$ cat config.mk
export PLATFORM = sky130hd
export DESIGN_NAME = seek_z_gen
export DESIGN_NICKNAME = d
export VERILOG_FILES = /design/src/rtl/seek_z_gen_pkg.sv /design/src/rtl/seek_z_tmo.sv /design/src/rtl/seek_z_gen.sv
export SDC_FILE = /design/constraint.sdc
export NUM_CORES = 1
export LEC_CHECK = 0
export BUFFER_PORTS_ARGS = -buffer_cell sky130_fd_sc_hd__buf_2
export CORE_MARGIN = 3
export CORE_UTILIZATION = 47
export CTS_CLUSTER_DIAMETER = 200
export DETAILED_ROUTE_END_ITERATION = 7
export PLACE_DENSITY_LB_ADDON = 0.3
export SLEW_MARGIN = 20
export SYNTH_ARGS = -nofsm -noshare
export SYNTH_HDL_FRONTEND = slang
export SYNTH_HIERARCHICAL = 1
export SYNTH_SLANG_ARGS = --single-unit
$ cat constraint.sdc
create_clock -name clk -period 2 [get_ports clk]
set_input_delay 0.4 -clock clk [delete_from_list [all_inputs] [get_ports clk]]
set_output_delay 0.4 -clock clk [all_outputs]
set_load 0.05 [all_outputs]
$ cat src/rtl/seek_z_gen_pkg.sv
// rtl/seek_z_gen_pkg.sv - shared widths, z field bounds and state codes for seek_z_gen
package seek_z_gen_pkg;

  localparam int DATAWIDTH = 32;
  localparam int IN_W      = DATAWIDTH + 1;
  localparam int Z_W       = 2 * DATAWIDTH + 2;
  localparam int D_W       = DATAWIDTH + 2;

  localparam int Z_F0_HI = 65;
  localparam int Z_F0_LO = 59;
  localparam int Z_F1_HI = 58;
  localparam int Z_F1_LO = 46;
  localparam int Z_F2_HI = 45;
  localparam int Z_F2_LO = 33;
  localparam int Z_LO_HI = 32;

  localparam logic [2:0] ST_IDLE   = 3'd0;
  localparam logic [2:0] ST_F0     = 3'd1;
  localparam logic [2:0] ST_F1     = 3'd2;
  localparam logic [2:0] ST_F2     = 3'd3;
  localparam logic [2:0] ST_LO     = 3'd4;
  localparam logic [2:0] ST_ISSUE  = 3'd5;
  localparam logic [2:0] ST_WAIT   = 3'd6;
  localparam logic [2:0] ST_RESULT = 3'd7;

  // Field-collecting states are the only ones that accept a beat.
  function automatic logic accepts_beat(input logic [2:0] st);
    return (st == ST_IDLE) || (st == ST_F0) || (st == ST_F1) ||
           (st == ST_F2) || (st == ST_LO);
  endfunction

endpackage

$ cat src/rtl/seek_z_tmo.sv
// rtl/seek_z_tmo.sv - response watchdog: counts enabled cycles, flags the last allowed one
module seek_z_tmo #(
  parameter int TIMEOUT = 4
) (
  input  logic clk,
  input  logic rst_n,
  input  logic clr,
  input  logic en,
  output logic expire
);

  localparam int CW = $clog2(TIMEOUT + 1);

  logic [CW-1:0] cnt_q;
  logic [CW-1:0] cnt_d;

  always_comb begin
    cnt_d = cnt_q;
    if (clr) begin
      cnt_d = '0;
    end else if (en) begin
      cnt_d = cnt_q + CW'(1);
    end
  end

  always_ff @(posedge clk or negedge rst_n) begin
    if (!rst_n) begin
      cnt_q <= '0;
    end else begin
      cnt_q <= cnt_d;
    end
  end

  // High during the TIMEOUT-th enabled cycle since the last clear.
  assign expire = en && (cnt_q == CW'(TIMEOUT - 1));

endmodule

$ cat src/rtl/seek_z_gen.sv
// rtl/seek_z_gen.sv - packs four field beats into z, handshakes seek_cd, returns c/d
module seek_z_gen
  import seek_z_gen_pkg::*;
#(
  parameter int TIMEOUT = 4
) (
  input  logic                 clk,
  input  logic                 reset,
  input  logic [IN_W-1:0]      in_data,
  input  logic                 in_valid,
  output logic                 in_ready,
  output logic [Z_W-1:0]       z,
  output logic                 en,
  input  logic [DATAWIDTH-1:0] c_in,
  input  logic [D_W-1:0]       d_in,
  input  logic                 rdy_in,
  output logic [DATAWIDTH-1:0] res_c,
  output logic [D_W-1:0]       res_d,
  output logic                 res_valid,
  input  logic                 res_ready,
  output logic                 busy,
  output logic                 err
);

  logic [2:0]           state_q, state_d;
  logic [Z_W-1:0]       z_q, z_d;
  logic                 en_q, en_d;
  logic [DATAWIDTH-1:0] res_c_q, res_c_d;
  logic [D_W-1:0]       res_d_q, res_d_d;
  logic                 res_valid_q, res_valid_d;
  logic                 err_q, err_d;
  logic                 accept;
  logic                 tmo_clr;
  logic                 tmo_en;
  logic                 tmo_expire;

  seek_z_tmo #(
    .TIMEOUT (TIMEOUT)
  ) u_tmo (
    .clk    (clk),
    .rst_n  (reset),
    .clr    (tmo_clr),
    .en     (tmo_en),
    .expire (tmo_expire)
  );

  assign in_ready = accepts_beat(state_q);
  assign accept   = in_valid && in_ready;
  assign tmo_clr  = (state_q == ST_ISSUE);
  assign tmo_en   = (state_q == ST_WAIT);

  always_comb begin
    state_d     = state_q;
    z_d         = z_q;
    res_c_d     = res_c_q;
    res_d_d     = res_d_q;
    res_valid_d = res_valid_q;
    err_d       = err_q;

    case (state_q)
      // F0 is an alias of IDLE: the first beat lands in field 0 either way.
      ST_IDLE, ST_F0: begin
        if (accept) begin
          z_d[Z_F0_HI:Z_F0_LO] = in_data[Z_F0_HI-Z_F0_LO:0];
          state_d              = ST_F1;
        end
      end
      ST_F1: begin
        if (accept) begin
          z_d[Z_F1_HI:Z_F1_LO] = in_data[Z_F1_HI-Z_F1_LO:0];
          state_d              = ST_F2;
        end
      end
      ST_F2: begin
        if (accept) begin
          z_d[Z_F2_HI:Z_F2_LO] = in_data[Z_F2_HI-Z_F2_LO:0];
          state_d              = ST_LO;
        end
      end
      ST_LO: begin
        if (accept) begin
          z_d[Z_LO_HI:0] = in_data[Z_LO_HI:0];
          state_d        = ST_ISSUE;
        end
      end
      ST_ISSUE: begin
        state_d = ST_WAIT;
      end
      ST_WAIT: begin
        // A response on the expiry cycle still counts.
        if (rdy_in) begin
          res_c_d     = c_in;
          res_d_d     = d_in;
          res_valid_d = 1'b1;
          state_d     = ST_RESULT;
        end else if (tmo_expire) begin
          err_d   = 1'b1;
          state_d = ST_IDLE;
        end
      end
      ST_RESULT: begin
        if (res_ready) begin
          res_valid_d = 1'b0;
          state_d     = ST_IDLE;
        end
      end
      default: begin
        state_d = ST_IDLE;
      end
    endcase

    if (rdy_in && (state_q != ST_WAIT)) begin
      err_d = 1'b1;
    end

    en_d = (state_d == ST_ISSUE);
  end

  always_ff @(posedge clk or negedge reset) begin
    if (!reset) begin
      state_q     <= ST_IDLE;
      z_q         <= '0;
      en_q        <= 1'b0;
      res_c_q     <= '0;
      res_d_q     <= '0;
      res_valid_q <= 1'b0;
      err_q       <= 1'b0;
    end else begin
      state_q     <= state_d;
      z_q         <= z_d;
      en_q        <= en_d;
      res_c_q     <= res_c_d;
      res_d_q     <= res_d_d;
      res_valid_q <= res_valid_d;
      err_q       <= err_d;
    end
  end

  assign z         = z_q;
  assign en        = en_q;
  assign res_c     = res_c_q;
  assign res_d     = res_d_q;
  assign res_valid = res_valid_q;
  assign busy      = (state_q != ST_IDLE);
  assign err       = err_q;

endmodule
## Word-level counts from Yosys, hierarchy flattened

Cells that the tools add are included.

- Add/sub/neg operators: 1
- Equal/unequal tests: 13
- Muxes and demuxes: 17
- Reduce and logical (&&, ||, !) cells: 21

Operator list:

| cell | number |
|---|---|
| $mux W3 | 9 |
| $pmux W3 S7 | 1 |
| $eq A3 B3 Y1 const B | 5 |
| $reduce_and A2 Y1 | 5 |
| $eq A3 B2 Y1 const B | 3 |
| $reduce_bool A2 Y1 | 4 |
| $mux W1 | 6 |
| $reduce_and A3 Y1 | 2 |
| $logic_or A1 B1 Y1 | 4 |
| $ne A2 B2 Y1 const B | 2 |
| $add A3 B1 Y3 const B | 1 |
| $eq A3 B1 Y1 const B | 1 |
| $logic_and A1 B1 Y1 | 3 |
| $logic_not A3 Y1 | 1 |
| $ne A3 B3 Y1 const B | 1 |
| $reduce_bool A3 Y1 | 1 |
| $ne A2 B1 Y1 const B | 1 |
| $pmux W1 S2 | 1 |
| $reduce_or A2 Y1 | 1 |

- Flip-flop bits (word level): 141
- Bits of input ports: 104
- Output and inout bits: 137
- Word-level logic and storage cells: 63

## Depth between registers and ports, before layout

- Depth in word-level cells: 9
- Gate-level depth with buffers: 7
- Mapped depth without buffers: 6

## Cells and area by module

The synthesis kept the hierarchy.

Modules (own cells, without submodules):

| module | instances | cells each | area each (µm²) | seq. area each (µm²) |
|---|---|---|---|---|
| seek_z_gen | 1 | 326 | 5,376.4 | 3,453.3 |
| seek_z_tmo | 1 | 13 | 148.9 | 75.1 |

## Least setup slack after synthesis

Ideal clock, no wire load.

- Kind: flip-flop to output port
- Start point: register state_q[1]
- End point: output port in_ready
- Data arrival time: 1.799 ns
- Data required time: 1.600 ns
- Setup slack: -0.199 ns
- Stages on the path, launching flop included: 4
- Buffers on the path: 2
- Cell sequence: dfrtp_1 -> buf_4 -> clkbuf_1 -> o21ai_0

- Longest elaborated chain between the ends: 5
- Elaborated cells between the ends (all ways): 9
- Classes of those cells: eq/ne: 4; reduce/logical: 5

Ends and longest elaborated chain:

| what | RTL line | RTL |
|---|---|---|
| start, declared | seek_z_gen.sv:25 | `logic [2:0] state_q, state_d;` |
| start signal, assigned | seek_z_gen.sv:129 | `state_q <= state_d;` |
| $eq A3 B1 Y1 / $logic_not A3 Y1 (equally long branches) | seek_z_gen_pkg.sv:28 | `return (st == ST_IDLE) \|\| (st == ST_F0) \|\| (st == ST_F1) \|\|` |
| $logic_or A1 B1 Y1 (3 in series) | seek_z_gen_pkg.sv:28 |  |
| $logic_or A1 B1 Y1 * | seek_z_gen_pkg.sv:29 | `(st == ST_F2) \|\| (st == ST_LO);` |
| end, declared | seek_z_gen.sv:11 | `output logic in_ready,` |

Every way passes the cells marked *; elsewhere a longest branch is shown, timed or not.

## Worst setup path in the final report

- Start point: register state_q[1]
- End point: output port busy

- Longest elaborated chain between the ends: 1

Ends and longest elaborated chain:

| what | RTL line | RTL |
|---|---|---|
| $reduce_bool A3 Y1 | seek_z_gen.sv:144 | `assign busy = (state_q != ST_IDLE);` |
| end, declared | seek_z_gen.sv:21 | `output logic busy,` |

No other way between the ends.

==> metrics.md <==
| Metric | Value |
|---|---|
| Status | complete, no violations |
| Syn nets | 445 |
| Critical path class | reg2out |
| Sequential area share after synthesis | 0.639 |
| Routed Antenna Nets | 0 |
| Hold slack | 0.227 ns |
| Yosys warning count | 6 |
| Initial antenna violation count | 0 |
| First-pass GRT wire length | 19900 um |
| Drt initial violations | approximately 150 |
| Final Max Slew Viols | 0 |
| Setup ws final | approximately 0.062 ns |
| I/O Pins | 241 |
| Avg Inst Size Synth | 16.3 um^2 |
| Chip Height | 114 um |
| Mapped Area | 0.00553 mm^2 |
| Row count | 38 |
| DR DRC count | 0 |
| DR vias/cell | between 5 and 6 |
| Final hold vios | 0 |
| Hold Path Origin | c_in[4] |
| Nets | 701 |
| Final GP Congestion | ~0.79 |
| Die area | between 0.01 and 0.015 mm^2 |
| Largest net degree at the start of global routing | slightly below 60 |
| Starting Density | 0.495 |
| Max_cap viols | 0 |
| Ant diodes | 0 |
| Worst-Skew Late Latency | 0.40 ns |
| Data required, critical path | between 1.5 and 2 ns |
| Reg2Reg Depth | 4 |
| Synth top area cells | dfrtp_1 (64%), mux2_2 (26%), buf_6 (1.6%), mux2_4 (1.6%), buf_8 (0.54%) |
| CTS tree | yes |
| R2R Path End | z[21] |
| Final TNS setup | 0 ns |
| Yosys top cell area share | 0.639 |
| Synth Flop Type | dfrtp_1 |
| Clock sink total | 141 |
| Gate Count Post-Synth | 339 |
| GR Overflow Total | 0 |
| Vias in the first global route | 3934 |
| Vias | 3744 |
| Slew HR | 0.704 |
| Port Buffers | 240 |
| HPWL Detailed | 9740 um |
| Tcrit/Tclk final | 0.969 |
| Share of cells above drive strength 1 | 0.697 |
| Area leader, netlist | dfrtp_1 |
| WL final | between 10000 and 15000 um |
| Actual slew at the worst max-slew pin | between 0.4 and 0.5 ns |
| Flops & latches, synth | around 140 |
| Flop-to-flop setup slack | between 0.3 and 0.4 ns |
| Clk pin slew, worst setup/hold paths | 0.05 ns |
| R2r startpoint | state_q[0] |
| Hold Path Sink | res_c[4] |
| Post-Place Setup Slack | about 0.28 ns |
| Post-layout util | 0.673 |
| Post-synth ARST share | 1.00 |
| Layout Area Growth over Synthesis | 36.2% |
| CTS Buf Count | 17 |
| Root Buffer | clkbuf_16 |
| HP Class | in2reg |
| Crit path arrival time | 1.54 ns |
| Hold Crit Depth | 2 |
| Crit. End Element | output port |
| Htree depth | 4 |
| CP Launch Type | flop |
| Clock Skew | 0.00915 ns |
| Clock buffer depth | 2 |
| Post-synth EDFFs | 0 |
| Period minus WS final | 1.94 ns |
| Post-synth cell types | 35 |
| Core area | 0.0112 mm^2 |
| FMAX | 516 MHz |
| Die width | 114 um |
| WL per Instance | 17.4 um |
| Gr usage total | 0.199 |
| DRT Pass-1 Iters | 4 |
| Largest fanout on the critical path | 19 |
| Final setup viols | 0 |
## placed cells by master (no fill, tap or decap), types with 3 or more instances in the layout
cell type,n
buf_12,5
mux2_4,6
buf_2,239
buf_4,10
mux2_2,126
dfrtp_1,139
clkbuf_1,3
o21ai_0,4
nand3_1,3
clkbuf_8,8
nor2_1,4
nand2_1,5
clkbuf_16,17
## per-stage QoR
stage | area, um^2 | instances
2_1_floorplan | 5530 | 339
3_3_place_gp | 6890 | 711
3_5_place_dp | 6890 | 711
4_1_cts | 7490 | 744
5_1_grt | 7520 | 748
6_report | 7520 | 748
## cell usage after synthesis (all sizes together) (2+ instances only)
cell and count:
mux2i 2, ha 2, nand2 5, nor2 5
o21ai 5, buf 16, o22ai 2, mux2 132
nor2b 2, clkbuf 3, nand3 3, inv 2
dfrtp 141, and3b 2, nand4b 2, a21boi 2
## worst max-delay path: stages, from the launching register on
cell     delay [ns]
dfrtp_2        0.53
or3_1          0.39
buf_2          0.22
## repair_timing
item | 4_1_cts | 5_1_grt
endpoints found under the hold margin | 44 | 0
endpoints found under the setup margin | 1 | 1
hold buffers | 1 | 0
gates resized for setup | 2 | 0
setup buffers | 0 | 4
## routing by layer
layer | wire (um) | GRT usage | vias to the layer above
met4 | 282 | 0.0942 | 0
li1 | - | - | 1727
met5 | 0 | 0 | -
met1 | 4710 | 0.214 | 1854
met3 | 935 | 0.0603 | 20
met2 | 7050 | 0.355 | 143
## cell type report
type	count	area [um^2]
clock inverters	4	48.8
repair buffers	256	1390
well taps	140	175
multi-input cells	177	1820
fillers	827	3650
clock buffers	28	547
inverters	2	7.51
flip-flops and latches	141	3530
## worst max-delay path by stage
stage / from / to / depth (start not counted)
6_report: state_q[1] / busy / 2
5_1_grt: state_q[1] / busy / 2
4_1_cts: state_q[2] / busy / 2
3_5_place_dp: state_q[2] / z[21] / 3
3_3_place_gp: state_q[2] / z[17] / 3
2_1_floorplan: state_q[1] / in_ready / 3
## sequential cells by signal, summed over array words and instances (netlist names)
signal and count:
state_q 3, res_c 32, z 66, u_tmo/cnt_q 3, err 1, res_d 34, res_valid 1, en 1
## kinds of logic (layout without fill, tap and decap cells)
| kind of cell | Yosys count | in the layout | synth area share |
|---|---|---|---|
| flip-flops | 141 | 141 | 0.639 |
| multiplexers | 134 | 134 | 0.277 |
| AO/OA/AOI/OAI | 15 | 15 | 0.0174 |
| buffers and inverters | 21 | 290 | 0.0319 |
| AND/OR/NAND/NOR | 25 | 25 | 0.0292 |
| XOR/XNOR | 1 | 1 | 0.00159 |
| adder cells (fa/ha/maj) | 2 | 2 | 0.00453 |
Power is not shown: default switching activity piles up to over one toggle a cycle in this logic, so the estimate is an artifact.
